**config.mk**
```make
export PLATFORM = sky130hd
export DESIGN_NAME = score_display
export DESIGN_NICKNAME = d
export VERILOG_FILES = /design/src/rtl/score_display.sv
export SDC_FILE = /design/constraint.sdc
export NUM_CORES = 1
export LEC_CHECK = 0
export ABC_AREA = 1
export ABC_CLOCK_PERIOD_IN_PS = 8100
export CORE_MARGIN = 2
export CORE_UTILIZATION = 38
export DETAILED_ROUTE_END_ITERATION = 16
export HOLD_SLACK_MARGIN = 0.12
export PLACE_DENSITY = 0.64
export SLEW_MARGIN = 20
export SYNTH_ARGS = -nofsm -noshare
export SYNTH_HDL_FRONTEND = slang
export SYNTH_SLANG_ARGS = --single-unit
```
**constraint.sdc**
```tcl
create_clock -name clk120kHz -period 8.1 [get_ports clk120kHz]
set_clock_uncertainty 0.2 [all_clocks]
set_input_delay 2.025 -clock clk120kHz [delete_from_list [all_inputs] [get_ports clk120kHz]]
set_output_delay 2.025 -clock clk120kHz [all_outputs]
set_load 0.1 [all_outputs]
```
**src/rtl/score_display.sv**
```systemverilog
// score_display
//   Keeps the run score as a 4-digit BCD counter and drives a multiplexed
//   4-digit 7-segment display. Sits downstream of the game-control block and
//   follows its game_state / obs_left outputs.
//   Score and blink logic advance only on the frame strobe, which is the
//   rising edge of clk24Hz sampled in the clk120kHz domain.
//
//   Optional feature macro: SCORE_HISCORE_EN
//     When defined, a BCD high-score register is kept. IDLE shows the high score,
//     and the OVER blank phase after a new record shows the units digit with dp
//     lit. When undefined, IDLE shows the last score and the OVER blink is a
//     full blank.
//
// Ports
//   clk120kHz   in   1   system clock
//   rstn        in   1   asynchronous, active-low reset
//   clk24Hz     in   1   frame clock (sampled)
//   game_state  in   2   0=init, 1=playing, 3=over, 2 treated as init
//   obs_left    in   16  obstacle x position; a rightward jump marks a pass
//   score_bcd   out  16  score {thousands,hundreds,tens,units}
//   seg         out  8   {dp,g,f,e,d,c,b,a}, active-low
//   an          out  4   digit enables, active-low one-hot, an[0] = units
//
// state | meaning
// IDLE  | waiting for play; score held, display static
// RUN   | scoring on distance and obstacle passes
// OVER  | score frozen, display blinks
module score_display #(
  parameter int FRAMES_PER_POINT = 6,
  parameter int PASS_BONUS       = 5,
  parameter int SCAN_DIV         = 120,
  parameter int BLINK_FRAMES     = 12
) (
  input  logic        clk120kHz,
  input  logic        rstn,
  input  logic        clk24Hz,
  input  logic [1:0]  game_state,
  input  logic [15:0] obs_left,
  output logic [15:0] score_bcd,
  output logic [7:0]  seg,
  output logic [3:0]  an
);

  localparam int FCW = (FRAMES_PER_POINT > 1) ? $clog2(FRAMES_PER_POINT) : 1;
  localparam int SCW = (SCAN_DIV > 1) ? $clog2(SCAN_DIV) : 1;
  localparam int BCW = (BLINK_FRAMES > 1) ? $clog2(BLINK_FRAMES) : 1;

  typedef enum logic [1:0] {IDLE = 2'd0, RUN = 2'd1, OVER = 2'd2} state_t;

  state_t         state, state_nxt;
  logic           clk24_q;
  logic           frame_stb;
  logic [FCW-1:0] frame_cnt;
  logic [15:0]    prev_obs;
  logic [BCW-1:0] blink_cnt;
  logic           blank_phase;
  logic [SCW-1:0] scan_cnt;
  logic [1:0]     digit_idx;
  logic           point, pass;
  logic [3:0]     add_amt;
  logic [16:0]    sum;
  logic [15:0]    disp_val;
  logic [3:0]     cur_digit;
  logic           lead_zero;
  logic [3:0]     an_nxt;
  logic [7:0]     seg_nxt;
`ifdef SCORE_HISCORE_EN
  logic [15:0]    hi_score;
  logic           new_rec;
`endif

  // Active-low segment patterns with dp off.
  function automatic logic [7:0] seg7(input logic [3:0] d);
    case (d)
      4'd0:    return 8'hC0;
      4'd1:    return 8'hF9;
      4'd2:    return 8'hA4;
      4'd3:    return 8'hB0;
      4'd4:    return 8'h99;
      4'd5:    return 8'h92;
      4'd6:    return 8'h82;
      4'd7:    return 8'hF8;
      4'd8:    return 8'h80;
      4'd9:    return 8'h90;
      default: return 8'hFF;
    endcase
  endfunction

  // Decimal add of a small amount (0..15) with ripple carry; bit 16 is carry out.
  function automatic logic [16:0] bcd_add(input logic [15:0] a, input logic [3:0] amt);
    logic [15:0] addend;
    logic [15:0] r;
    logic [4:0]  s;
    logic        c;
    addend = (amt > 4'd9) ? {8'd0, 4'd1, 4'(amt - 4'd10)} : {12'd0, amt};
    r = '0;
    c = 1'b0;
    for (int i = 0; i < 4; i++) begin
      s = {1'b0, a[4*i +: 4]} + {1'b0, addend[4*i +: 4]} + {4'd0, c};
      if (s > 5'd9) begin
        r[4*i +: 4] = 4'(s - 5'd10);
        c = 1'b1;
      end else begin
        r[4*i +: 4] = s[3:0];
        c = 1'b0;
      end
    end
    return {c, r};
  endfunction

  always_ff @(posedge clk120kHz or negedge rstn) begin
    if (!rstn) clk24_q <= 1'b0;
    else       clk24_q <= clk24Hz;
  end
  assign frame_stb = clk24Hz & ~clk24_q;

  // FSM: state register
  always_ff @(posedge clk120kHz or negedge rstn) begin
    if (!rstn) state <= IDLE;
    else       state <= state_nxt;
  end

  // FSM: next state
  always_comb begin
    state_nxt = state;
    if (frame_stb) begin
      case (state)
        IDLE:    if (game_state == 2'd1) state_nxt = RUN;
        RUN:     if (game_state == 2'd3) state_nxt = OVER;
                 else if (game_state != 2'd1) state_nxt = IDLE;
        OVER:    if (game_state != 2'd3) state_nxt = IDLE;
        default: state_nxt = IDLE;
      endcase
    end
  end

  assign point   = (frame_cnt == FCW'(FRAMES_PER_POINT - 1));
  assign pass    = (obs_left > prev_obs);
  assign add_amt = (point ? 4'd1 : 4'd0) + (pass ? 4'(PASS_BONUS) : 4'd0);
  assign sum     = bcd_add(score_bcd, add_amt);

  // Score, frame, blink and high-score datapath.
  always_ff @(posedge clk120kHz or negedge rstn) begin
    if (!rstn) begin
      score_bcd   <= '0;
      frame_cnt   <= '0;
      prev_obs    <= '0;
      blink_cnt   <= '0;
      blank_phase <= 1'b0;
`ifdef SCORE_HISCORE_EN
      hi_score    <= '0;
      new_rec     <= 1'b0;
`endif
    end else if (frame_stb) begin
      case (state)
        IDLE: begin
          if (state_nxt == RUN) begin
            score_bcd <= '0;
            frame_cnt <= '0;
            prev_obs  <= obs_left;
          end
        end
        RUN: begin
          if (state_nxt == RUN) begin
            frame_cnt <= point ? '0 : frame_cnt + 1'b1;
            prev_obs  <= obs_left;
            score_bcd <= sum[16] ? 16'h9999 : sum[15:0];
          end else if (state_nxt == OVER) begin
            blink_cnt   <= '0;
            blank_phase <= 1'b0;
`ifdef SCORE_HISCORE_EN
            // BCD ordering matches binary ordering, so a plain compare works.
            new_rec <= (score_bcd > hi_score);
            if (score_bcd > hi_score) hi_score <= score_bcd;
`endif
          end
        end
        OVER: begin
          if (state_nxt == OVER) begin
            if (blink_cnt == BCW'(BLINK_FRAMES - 1)) begin
              blink_cnt   <= '0;
              blank_phase <= ~blank_phase;
            end else begin
              blink_cnt <= blink_cnt + 1'b1;
            end
          end else begin
            blink_cnt   <= '0;
            blank_phase <= 1'b0;
          end
        end
        default: ;
      endcase
    end
  end

  // Digit scan runs free, independent of the blink phase.
  always_ff @(posedge clk120kHz or negedge rstn) begin
    if (!rstn) begin
      scan_cnt  <= '0;
      digit_idx <= '0;
    end else if (scan_cnt == SCW'(SCAN_DIV - 1)) begin
      scan_cnt  <= '0;
      digit_idx <= digit_idx + 1'b1;
    end else begin
      scan_cnt <= scan_cnt + 1'b1;
    end
  end

  // FSM: outputs (display drive)
  always_comb begin
    disp_val = score_bcd;
`ifdef SCORE_HISCORE_EN
    if (state == IDLE) disp_val = hi_score;
`endif
    cur_digit = disp_val[{digit_idx, 2'b00} +: 4];
    case (digit_idx)
      2'd3:    lead_zero = (disp_val[15:12] == 4'd0);
      2'd2:    lead_zero = (disp_val[15:8]  == 8'd0);
      2'd1:    lead_zero = (disp_val[15:4]  == 12'd0);
      default: lead_zero = 1'b0;
    endcase
    an_nxt  = ~(4'b0001 << digit_idx);
    seg_nxt = lead_zero ? 8'hFF : seg7(cur_digit);
    if (state == OVER && blank_phase) begin
`ifdef SCORE_HISCORE_EN
      if (new_rec && digit_idx == 2'd0) begin
        seg_nxt = seg7(disp_val[3:0]) & 8'h7F;
      end else begin
        an_nxt  = 4'hF;
        seg_nxt = 8'hFF;
      end
`else
      an_nxt  = 4'hF;
      seg_nxt = 8'hFF;
`endif
    end
  end

  always_ff @(posedge clk120kHz or negedge rstn) begin
    if (!rstn) begin
      an  <= 4'hF;
      seg <= 8'hFF;
    end else begin
      an  <= an_nxt;
      seg <= seg_nxt;
    end
  end

endmodule

```
==> summary.txt <==
Clocking
  – Max clock buf depth: 2
  – Worst skew pair latency: 350 ps
  – Reg clk slew, reported paths: 90 ps
  – Post-CTS Hold Fix Bufs: 0
  – Total CTS buffers: 9
  – CTS tree: yes
  – Clock Sinks: 63
  – H-tree depth: 3
  – Root Driver: clkbuf_8

Final layout
  – Fraction of layout cells with a size suffix above 1: 16.18%
  – Final Util: 50.05%
  – ANT cells: 0
  – Area Growth Syn to Fin: 27.65%
  – Nets: 601
  – Commonest non-fill, non-tap cell in the layout: nand2_1
  – Highest-count cells in the layout ignoring fill and taps: nand2_1 (97), inv_1 (73), dfrtp_1 (52), clkdlybuf4s50_1 (46), o21ai_0 (40)

STA
  – Final Hold Viols: 0
  – Post-route minimum period: 7808 ps
  – Achievable Freq: 128.1 MHz
  – Slew Limit Fails: 0
  – Endpoints failing setup: 0
  – Least-Margin Pin Slew: 1031 ps
  – Max-slew headroom: 31.07%
  – Setup ws final: 292.3 ps
  – Tcrit/Tclk final: 96.39%

Setup path
  – Crit path top cell by count: ha_1
  – Critical Setup Path Class: primary input to register
  – Max incr delay on CP: 510 ps
  – Req. time, crit path: 8170 ps
  – Nature of the critical path endpoint: register
  – Worst EP arrival: 7870 ps
  – Startpoint Class: primary input
  – Crit path max fanout: 8
  – Slowest cell on the critical path: fa_1

Place
  – Port Buffers: 47
  – HPWL Detailed: 6.297 mm
  – Placer's final routability congestion estimate: 0.8423
  – Worst slack, placed: -393.5 ps

Synthesis
  – Distinct cells, synth: 38
  – Area fraction in compound gates after synthesis: 12.80%
  – Syn Nets: 531
  – Post-synthesis xor/xnor area fraction: 2.057%
  – Multiplexer share of the synthesized area: 0%
  – Synthesized area per cell: 8.171 µm²
  – Synth Instances: 469
  – Synthesized cell area: 0.003832 mm²
  – Register area share after synthesis: 41.50%
  – Post-Synth Simple-Gate Area: 21.51%
  – Combinational family with the most area after synthesis: simple AND/OR/NAND/NOR gates
  – YS warnings: 0
  – Fraction of the mapped netlist area in adder cells: 13.58%
  – Yosys reg bits: 63

GRT
  – Vias in the first global route: 3278
  – Largest net degree at the start of global routing: 64
  – Gr usage total: 16.88%
  – First-pass GRT wire length: 15.15 mm
  – Antenna violations before repair: 0
  – Congestion Overflow GR: 0

Min path
  – Hold WC Path Type: register to register

Power and ir drop
  – Switching Share: 41.67%
  – Net load switching power: 532.9 µW
  – Peak supply drop: 0.1346 mV
  – P_int: 746.1 µW
  – Sequential Power Share: 33.1%
  – Clock power frac: 26.8%
  – Pwr per Cell Area: 261.4 mW/mm²
  – Gate power share: 40.2%
  – Leak pwr: 0.002354 µW

Drt
  – Remaining DRCs: 0
  – WL/cell: 12.91 µm
  – Vias: 3288
  – Post-Route WL: 8.739 mm
  – DR pass1 iterations: 5
  – Initial DRC count: 115
  – Antenna-violating nets left: 0
  – Via density: 4.857

Die
  – IO Pins: 49
  – Die ar.: 0.01090 mm²
  – Starting Density: 39.21%
  – Chip height: 104.4 µm
  – Die width: 104.4 µm
  – Core Region: 0.009774 mm²
  – Row count: 36

Flow run
  – Max cap viols: 0

Run status
  – Outcome: finished clean
-- cell usage after synthesis, drive strengths merged --
master / instances / share of area [%]
xor2: 5 / 1.1
o21ai: 43 / 5.8
or2: 1 / 0.16
o31ai: 1 / 0.33
clkbuf: 5 / 0.49
o22ai: 6 / 1.1
a32oi: 2 / 0.46
xnor2: 4 / 0.91
nand3: 28 / 3.9
fa: 1 / 0.52
buf: 2 / 0.33
a221o: 1 / 0.26
dfrtp: 52 / 34
dfstp: 11 / 7.5
nor3: 8 / 1.3
clkinv: 1 / 0.098
a211oi: 2 / 0.39
nand4: 4 / 0.65
a21o: 2 / 0.39
nand2: 107 / 11
inv: 77 / 7.5
and2: 1 / 0.16
a21oi: 24 / 3.1
a31oi: 2 / 0.33
conb: 1 / 0.098
nor2: 36 / 4.4
ha: 40 / 13
a22oi: 1 / 0.33
o32ai: 1 / 0.23
-- state kept, by name (all words and copies together), names as in the netlist --
| signal | flops |
|---|---|
| prev_obs | 16 |
| score_bcd | 16 |
| scan_cnt | 7 |
| seg | 7 |
| an | 4 |
| blink_cnt | 4 |
| frame_cnt | 3 |
| digit_idx | 2 |
| state | 2 |
| blank_phase | 1 |
| clk24_q | 1 |
-- worst max-delay path, delay by kind of cell --
family          cells  cell delay [ps]
compound gates      5              730
xor+xnor            3              520
fa+ha+maj          10             2490
buf+inv             5              680
simple gates       15             1390
-- cell families after synthesis --
kind of cell	count (synthesis)
and+or+nand+nor	185
other	1
buffers and inverters	85
xor gates and xnor gates	9
DFF	63
AOI/OAI and AO/OA	85
adders and majority gates	41
-- timing repair --
action / 4_1_cts / 5_1_grt
pin swaps: 0 / 5
buffers inserted: 0 / 0
setup endpoints to repair: 5 / 16
hold endpoints to repair: 0 / 0
gates resized for setup: 2 / 15
-- layer usage --
layer / track usage, % / vias up / wire, µm
met2: 27.50 / 54 / 4064
met1: 22.83 / 1572 / 4275
met3: 3.383 / 7 / 307
met5: 0 / - / 0
li1: - / 1655 / -
met4: 4.633 / 0 / 91
-- worst paths after layout --
path / slack, ps / startpoint / cells past startpoint / to
setup / recovery: 290 / obs_left[5] / 38 / score_bcd[9]
min in group asynchronous: 1660 / rstn / 2 / prev_obs[2]
hold reg to reg: 270 / scan_cnt[0] / 1 / scan_cnt[0]
hold / removal: 270 / scan_cnt[0] / 1 / scan_cnt[0]
max in group asynchronous: 5500 / rstn / 2 / prev_obs[15]
setup reg to reg: 2050 / prev_obs[5] / 38 / score_bcd[9]
-- through the flow --
stage	instances	hold WS [ps]	total power (µW)	setup TNS (ps)	cell area (µm²)
after global routing	677	286.7	1357	-639.1	4892
after global placement	661	253.0	927.1	-661.6	4576
after floorplan	469	232.9	792.5	0	3832
final	677	269.1	1279	0	4892
after CTS	677	267.2	1282	0	4830
after detailed placement	661	256.4	934.9	-4192	4576
-- final cells by class --
cell class	count	area, µm²
clock buffer	9	123.9
sequential	63	1590
clock inverter	7	121.4
multi-input combinational	321	1989
tap	133	166.4
fill	940	4882
inverter	78	292.8
timing repair buffer	66	608.1
-- power by group through the flow --
| stage | Sequential (µW) | Clock [µW] | Combinational, µW |
|---|---|---|---|
| final | 423 | 343 | 514 |
| after global routing | 431 | 361 | 565 |
| after CTS | 422 | 350 | 510 |
| after detailed placement | 428 | 0 | 507 |
| after global placement | 425 | 0 | 502 |
| after floorplan | 602 | 0 | 191 |
Power figures use the tool's default switching activity.
